$ cat config.mk
export PLATFORM = sky130hd
export DESIGN_NAME = instr_fetch
export DESIGN_NICKNAME = d
export VERILOG_FILES = /design/src/rtl/fetch_pkg.sv /design/src/rtl/fetch_queue.sv /design/src/rtl/instr_fetch.sv
export SDC_FILE = /design/constraint.sdc
export NUM_CORES = 1
export LEC_CHECK = 0
export BUFFER_PORTS_ARGS = -buffer_cell sky130_fd_sc_hd__buf_2
export CAP_MARGIN = 20
export CORE_ASPECT_RATIO = 1.25
export CORE_UTILIZATION = 54
export CTS_BUF_LIST = sky130_fd_sc_hd__clkbuf_16
export DETAILED_ROUTE_END_ITERATION = 12
export PLACE_DENSITY_LB_ADDON = 0.12
export RECOVER_POWER = 25
export SLEW_MARGIN = 10
export SYNTH_ARGS = -nofsm -noshare
export SYNTH_HDL_FRONTEND = slang
export SYNTH_SLANG_ARGS = --single-unit
$ cat constraint.sdc
create_clock -name clk -period 3.1 [get_ports clk]
set_input_delay 0.62 -clock clk [delete_from_list [all_inputs] [get_ports clk]]
set_output_delay 0.62 -clock clk [all_outputs]
set_load 0.02 [all_outputs]
$ cat src/rtl/fetch_pkg.sv
// fetch_pkg: shared types and constants for the instruction fetch stage.
//   fetch_state_e   - fetch FSM states
//   fetch_entry_t   - queue payload {pc, instr} at the default widths
//   PC_STEP         - byte increment between sequential instructions
//   pc_aligned()    - true when a target address is word aligned
package fetch_pkg;

   localparam int unsigned FETCH_ADDR_W    = 32;
   localparam int unsigned FETCH_INSTR_LEN = 32;
   localparam int unsigned PC_STEP         = 4;

   typedef enum logic [1:0] {
      RUN   = 2'd0,
      HALT  = 2'd1,
      FAULT = 2'd2
   } fetch_state_e;

   typedef struct packed {
      logic [FETCH_ADDR_W-1:0]    pc;
      logic [FETCH_INSTR_LEN-1:0] instr;
   } fetch_entry_t;

   // Word alignment check on the two low address bits.
   function automatic logic pc_aligned(input logic [1:0] lsb);
      return (lsb == 2'b00);
   endfunction

endpackage

$ cat src/rtl/fetch_queue.sv
// fetch_queue: DEPTH-entry synchronous FIFO holding fetched {pc, instr} entries.
//   clk, rst  - clock, synchronous active-high reset
//   push, din - write request and data (dropped when full without a pop)
//   pop       - read request (ignored when empty)
//   flush     - discard all entries; overrides push and pop
//   head_c    - oldest entry (zero after reset)
//   full_c    - queue holds DEPTH entries
//   count     - number of valid entries
module fetch_queue #(
   parameter int unsigned DEPTH = 2,
   parameter int unsigned WIDTH = 64,
   localparam int unsigned PTR_W = (DEPTH > 1) ? $clog2(DEPTH) : 1,
   localparam int unsigned CNT_W = PTR_W + 1
) (
   input  logic             clk,
   input  logic             rst,
   input  logic             push,
   input  logic             pop,
   input  logic             flush,
   input  logic [WIDTH-1:0] din,
   output logic [WIDTH-1:0] head_c,
   output logic             full_c,
   output logic [CNT_W-1:0] count
);

   logic [WIDTH-1:0] mem_q [DEPTH];
   logic [WIDTH-1:0] mem_d [DEPTH];
   logic [PTR_W-1:0] wr_ptr_q, wr_ptr_d;
   logic [PTR_W-1:0] rd_ptr_q, rd_ptr_d;
   logic [CNT_W-1:0] count_q, count_d;
   logic             do_push;
   logic             do_pop;

   assign full_c = (count_q == CNT_W'(DEPTH));
   assign head_c = mem_q[rd_ptr_q];
   assign count  = count_q;

   // Push into a full queue is legal only when the head leaves the same cycle.
   always_comb begin
      do_pop   = pop && (count_q != '0);
      do_push  = push && (!full_c || do_pop);
      mem_d    = mem_q;
      wr_ptr_d = wr_ptr_q;
      rd_ptr_d = rd_ptr_q;
      count_d  = count_q;
      if (flush) begin
         wr_ptr_d = '0;
         rd_ptr_d = '0;
         count_d  = '0;
      end else begin
         if (do_push) begin
            mem_d[wr_ptr_q] = din;
            wr_ptr_d        = wr_ptr_q + PTR_W'(1);
         end
         if (do_pop) begin
            rd_ptr_d = rd_ptr_q + PTR_W'(1);
         end
         count_d = count_q + CNT_W'(do_push) - CNT_W'(do_pop);
      end
   end

   always_ff @(posedge clk) begin
      if (rst) begin
         for (int i = 0; i < int'(DEPTH); i++) mem_q[i] <= '0;
         wr_ptr_q <= '0;
         rd_ptr_q <= '0;
         count_q  <= '0;
      end else begin
         mem_q    <= mem_d;
         wr_ptr_q <= wr_ptr_d;
         rd_ptr_q <= rd_ptr_d;
         count_q  <= count_d;
      end
   end

endmodule

$ cat src/rtl/instr_fetch.sv
// instr_fetch: fetch stage in front of a combinational instruction memory.
//   clk, rst          - clock, synchronous active-high reset
//   o_imem_addr       - memory read address (the PC register)
//   i_imem_data       - instruction word at o_imem_addr, same cycle
//   i_redirect_valid  - taken branch/jump: flush queue, load i_redirect_pc
//   i_halt            - stop fetching until reset
//   o_instr_valid/o_instr/o_instr_pc, i_instr_ready - decode handshake
//   o_fault           - sticky misaligned-redirect flag
//   o_halted          - fetch stopped (HALT or FAULT)
module instr_fetch
   import fetch_pkg::*;
#(
   parameter int unsigned        ADDR_W    = FETCH_ADDR_W,
   parameter int unsigned        INSTR_LEN = FETCH_INSTR_LEN,
   parameter logic [ADDR_W-1:0]  RESET_PC  = '0,
   parameter int unsigned        Q_DEPTH   = 2
) (
   input  logic                 clk,
   input  logic                 rst,
   output logic [ADDR_W-1:0]    o_imem_addr,
   input  logic [INSTR_LEN-1:0] i_imem_data,
   input  logic                 i_redirect_valid,
   input  logic [ADDR_W-1:0]    i_redirect_pc,
   input  logic                 i_halt,
   output logic                 o_instr_valid,
   output logic [INSTR_LEN-1:0] o_instr,
   output logic [ADDR_W-1:0]    o_instr_pc,
   input  logic                 i_instr_ready,
   output logic                 o_fault,
   output logic                 o_halted
);

   localparam int unsigned ENTRY_W = ADDR_W + INSTR_LEN;
   localparam int unsigned CNT_W   = ((Q_DEPTH > 1) ? $clog2(Q_DEPTH) : 1) + 1;

   fetch_state_e        state_q, state_d;
   logic [ADDR_W-1:0]   pc_q, pc_d;
   logic                fault_q, fault_d;
   logic                halted_q, halted_d;

   logic [ENTRY_W-1:0]  q_head;
   logic                q_full;
   logic [CNT_W-1:0]    q_count;
   logic                q_push;
   logic                q_pop;
   logic                q_flush;
   logic                pop_req;

   fetch_queue #(
      .DEPTH (Q_DEPTH),
      .WIDTH (ENTRY_W)
   ) u_queue (
      .clk    (clk),
      .rst    (rst),
      .push   (q_push),
      .pop    (q_pop),
      .flush  (q_flush),
      .din    ({pc_q, i_imem_data}),
      .head_c (q_head),
      .full_c (q_full),
      .count  (q_count)
   );

   assign o_imem_addr   = pc_q;
   assign o_instr_valid = (q_count != '0);
   assign o_instr_pc    = q_head[ENTRY_W-1:INSTR_LEN];
   assign o_instr       = q_head[INSTR_LEN-1:0];
   assign o_fault       = fault_q;
   assign o_halted      = halted_q;
   assign pop_req       = o_instr_valid && i_instr_ready;

   // Next state, PC and queue controls; redirect outranks halt and fetch.
   always_comb begin
      state_d = state_q;
      pc_d    = pc_q;
      fault_d = fault_q;
      q_push  = 1'b0;
      q_pop   = pop_req;
      q_flush = 1'b0;
      unique case (state_q)
         RUN: begin
            if (i_redirect_valid) begin
               q_flush = 1'b1;
               q_pop   = 1'b0;
               if (pc_aligned(i_redirect_pc[1:0])) begin
                  pc_d    = i_redirect_pc;
                  state_d = i_halt ? HALT : RUN;
               end else begin
                  state_d = FAULT;
                  fault_d = 1'b1;
               end
            end else if (i_halt) begin
               state_d = HALT;
            end else if (!q_full || pop_req) begin
               q_push = 1'b1;
               pc_d   = pc_q + ADDR_W'(PC_STEP);
            end
         end
         HALT: begin
            // Queue keeps draining; PC frozen.
         end
         FAULT: begin
            q_flush = 1'b1;
            q_pop   = 1'b0;
         end
         default: begin
            state_d = FAULT;
            fault_d = 1'b1;
            q_flush = 1'b1;
            q_pop   = 1'b0;
         end
      endcase
      halted_d = (state_d != RUN);
   end

   always_ff @(posedge clk) begin
      if (rst) begin
         state_q  <= RUN;
         pc_q     <= RESET_PC;
         fault_q  <= 1'b0;
         halted_q <= 1'b0;
      end else begin
         state_q  <= state_d;
         pc_q     <= pc_d;
         fault_q  <= fault_d;
         halted_q <= halted_d;
      end
   end

endmodule

==> run summary <==
====================================================================================
Number of global-route vias before repair                                       6410
Worst setup slack after placement                                             492 ps
Register area share after synthesis                                            44.3%
Detailed placement HPWL                                                      12.8 mm
Cells resized by post-CTS repair                                                   0
Number of standard-cell rows in the floorplan                                     48
Die height                                                                    135 um
Clock slew at reported path FFs                                                70 ps
CP max-delay cell                                                              or3_2
Post-layout nets                                                                1154
Category of the critical setup timing path                              flip-flop to flip-flop
Top flip-flop cell by instance count after synthesis                         dfxtp_1
Global Route met3 Usage                                                        7.00%
Initial antenna violation count                                                    2
Total negative setup slack                                                      0 ps
Critical path required time                                                  3400 ps
Count of buffering cells on the critical path with inverters included              2
Met2 Resource Use GR                                                           47.0%
Cell family with most CP delay                                          simple AND/OR/NAND/NOR gates
Syn-to-layout area delta                                                       18.7%
Number of iterations in the first detailed-routing pass                            4
Count of pins over their slew limit                                                0
Die area                                                                 0.0145 mm^2
Biggest area consumer among synthesized cells                                dfxtp_1
Worst Setup End Kind                                                       flip-flop
Multi-input logic area                                                  0.00388 mm^2
Core Area                                                                0.0138 mm^2
Global-route wire length before repair                                       32.1 mm
Gpl congestion                                                                 0.819
Average routed wire per standard cell                                        16.0 um
Top area cells in the synthesized netlist                               dfxtp_1, nand2_1, a21oi_1
Maximum cell stage delay along the critical path                              450 ps
Critical path cell sequence                                             inv_1, ha_1, or3b_1, or2_0, or3_2, buf_4, nand2_1, a21oi_2
Achievable clock frequency                                                 0.379 GHz
Final clock skew                                                             7.26 ps
Maximum Capacitance Violations                                                     0
Hold WS                                                                       437 ps
Detailed Route Iter0 Violations                                                  630
Leakage power                                                                3.46 nW
Slew at the pin closest to its max-slew limit                                 898 ps
Power per unit of standard cell area                                     559 mW/mm^2
Switching power as a share of total power                                      26.7%
Total global routing track utilization                                         28.0%
Total net switching power                                                    1.35 mW
EDFF count, synth                                                                  0
Synthesized Nets                                                                1026
Crit path arrival time                                                       2940 ps
CP Max Fanout                                                                     64
Clk pwr share                                                                  42.2%
Fillcell total                                                                  1273
Synthesized area divided by synthesized cell count                         7.97 um^2
CTS tree                                                                         yes
Post-synthesis instance total                                                    953
GR peak layer                                                                   met2
Share of post-route cells with drive strength above 1                          23.0%
CTS Root Buffer Type                                                       clkbuf_16
Area used by sequential logic in the layout                             0.00337 mm^2
Setup crit start kind                                                      flip-flop
Area of the mapped netlist                                              0.00759 mm^2
Final Hold Fails                                                                   0
RSZ-0062 raised after global routing                                           false
Slew HR                                                                        39.7%
Number of buffers inserted by post-CTS setup repair                                0
Final cycle utilization of the critical path                                   85.1%
Dominant cell by count in the synthesized netlist                            nand2_1
Number of warnings reported in the yosys synthesis log                             0
Count of endpoints failing setup in the final report                               0
Worst setup margin                                                            463 ps
Portion of total power attributed to combinational logic                       11.8%
Detailed-route via count                                                        7071
Drt via density                                                                 5.56
Share of the synthesized area in the top cell type                             44.3%
Clock buffers created by TritonCTS                                                17
Reg power frac                                                                 46.0%
Total number of H-tree levels                                                      4
Leftover overflow at the end of global routing                                     0
Effective utilization at floorplan                                             55.2%
Run status                                                              finished, final reports clean
Synth cell count leaders                                                nand2_1, dfxtp_1, a21oi_1
Cts-stage hold buffer count                                                        0
Clock sink count                                                                 168
Number of buffers inserted by port buffering                                     167
Number of buffers between clock root and the deepest sink                          2
Remaining routing DRC violations                                                   0
DIE WIDTH                                                                     108 um
Routed wire length                                                           20.3 mm
Internal power summed over all cells                                         3.69 mW
Latest clock arrival within the worst-skew pair                               430 ps
Share of flip-flops with an asynchronous set or reset after synthesis             0%
Largest net degree at the start of global routing                                 83
Max rail drop VDD                                                         0.000282 V
Remaining number of nets flagged by the antenna check after routing                0
Worst min-delay path class                                              primary input to flip-flop
Global-route met1 utilization                                                  34.5%
Number of distinct library cells after synthesis                                  57
Clock period minus final worst setup slack                                   2640 ps
Register bit total from synthesis                                                168
Number of top-level design ports                                                 168
====================================================================================
flip-flops by register name, indices dropped and copies added, names as in the netlist:
signal	count
o_fault	1
o_halted	1
o_imem_addr	32
state_q	2
u_queue.count	2
u_queue.mem_q	128
u_queue.rd_ptr_q	1
u_queue.wr_ptr_q	1
stage by stage:
stage / std cells / power, mW / util [%] / area, um^2
final: 1271 / 5.04 / 65.5 / 9010
after global routing: 1269 / 5.22 / 65.5 / 9010
after detailed placement: 1237 / 2.98 / 61.9 / 8510
after global placement: 1237 / 2.97 / 61.9 / 8510
after CTS: 1269 / 5.09 / 66.2 / 9100
after floorplan: 953 / 2.75 / - / 7590
per-layer routing:
metal | routed length, um | up-vias
li1 | - | 3525
met5 | 0 | -
met2 | 9900 | 198
met3 | 1170 | 26
met4 | 381 | 0
met1 | 8850 | 3322
worst paths after layout:
check | startpoint | endpoint | slack [ps] | cells after the start
setup / recovery | state_q[0] | u_queue.mem_q[46] | 460 | 8
hold / removal | i_imem_data[0] | u_queue.mem_q[64] | 440 | 3
setup reg to reg | state_q[0] | u_queue.mem_q[46] | 460 | 8
hold reg to reg | u_queue.mem_q[53] | u_queue.mem_q[53] | 450 | 2
power groups by stage:
stage | Clock [mW] | Sequential (mW) | Combinational, mW
after floorplan | 0 | 2.37 | 0.380
after detailed placement | 0 | 2.36 | 0.617
after global routing | 2.24 | 2.33 | 0.651
after CTS | 2.16 | 2.31 | 0.620
final | 2.13 | 2.32 | 0.595
after global placement | 0 | 2.36 | 0.612
tightest hold or removal path: stages:
cell,delay [ps]
buf_2,100
nand2_1,50
a21oi_1,50
cell usage in the layout (no fill, tap or decap), types with 3 or more instances in the layout:
cell type	instances
nand2_1	279
dfxtp_1	167
a21oi_1	150
buf_2	124
mux2_2	64
clkbuf_1	45
nor2_1	42
nand3_1	17
clkbuf_16	17
o21ai_0	16
buf_4	12
a31oi_1	11
nor3_1	11
and3_1	10
mux2i_1	9
nand4_1	9
inv_1	8
a21oi_2	7
a22oi_1	6
a211oi_1	5
o22ai_1	5
or2_2	4
nand2b_1	4
ha_1	4
nor2b_1	3
nand3b_1	3
or4_1	3
a22o_1	3
clkinvlp_4	3
bufinv_16	3
cells by family after synthesis:
| family | Yosys count | share of synthesized area (%) |
|---|---|---|
| simple gates | 401 | 22.4 |
| fa+ha+maj | 4 | 0.659 |
| buf+inv | 81 | 4.85 |
| flops | 168 | 44.3 |
| mux | 73 | 10.7 |
| compound gates | 224 | 16.9 |
| xor+xnor | 2 | 0.231 |
final cells by class:
class                      count  area share (%)
multi-input combinational    704            43.1
inverter                       5           0.208
antenna                        2          0.0555
timing repair buffer         185            10.3
sequential                   168            37.4
tap                          175            2.43
clock inverter                15            1.80
clock buffer                  17            4.72
(Power assumes the default switching activity.)
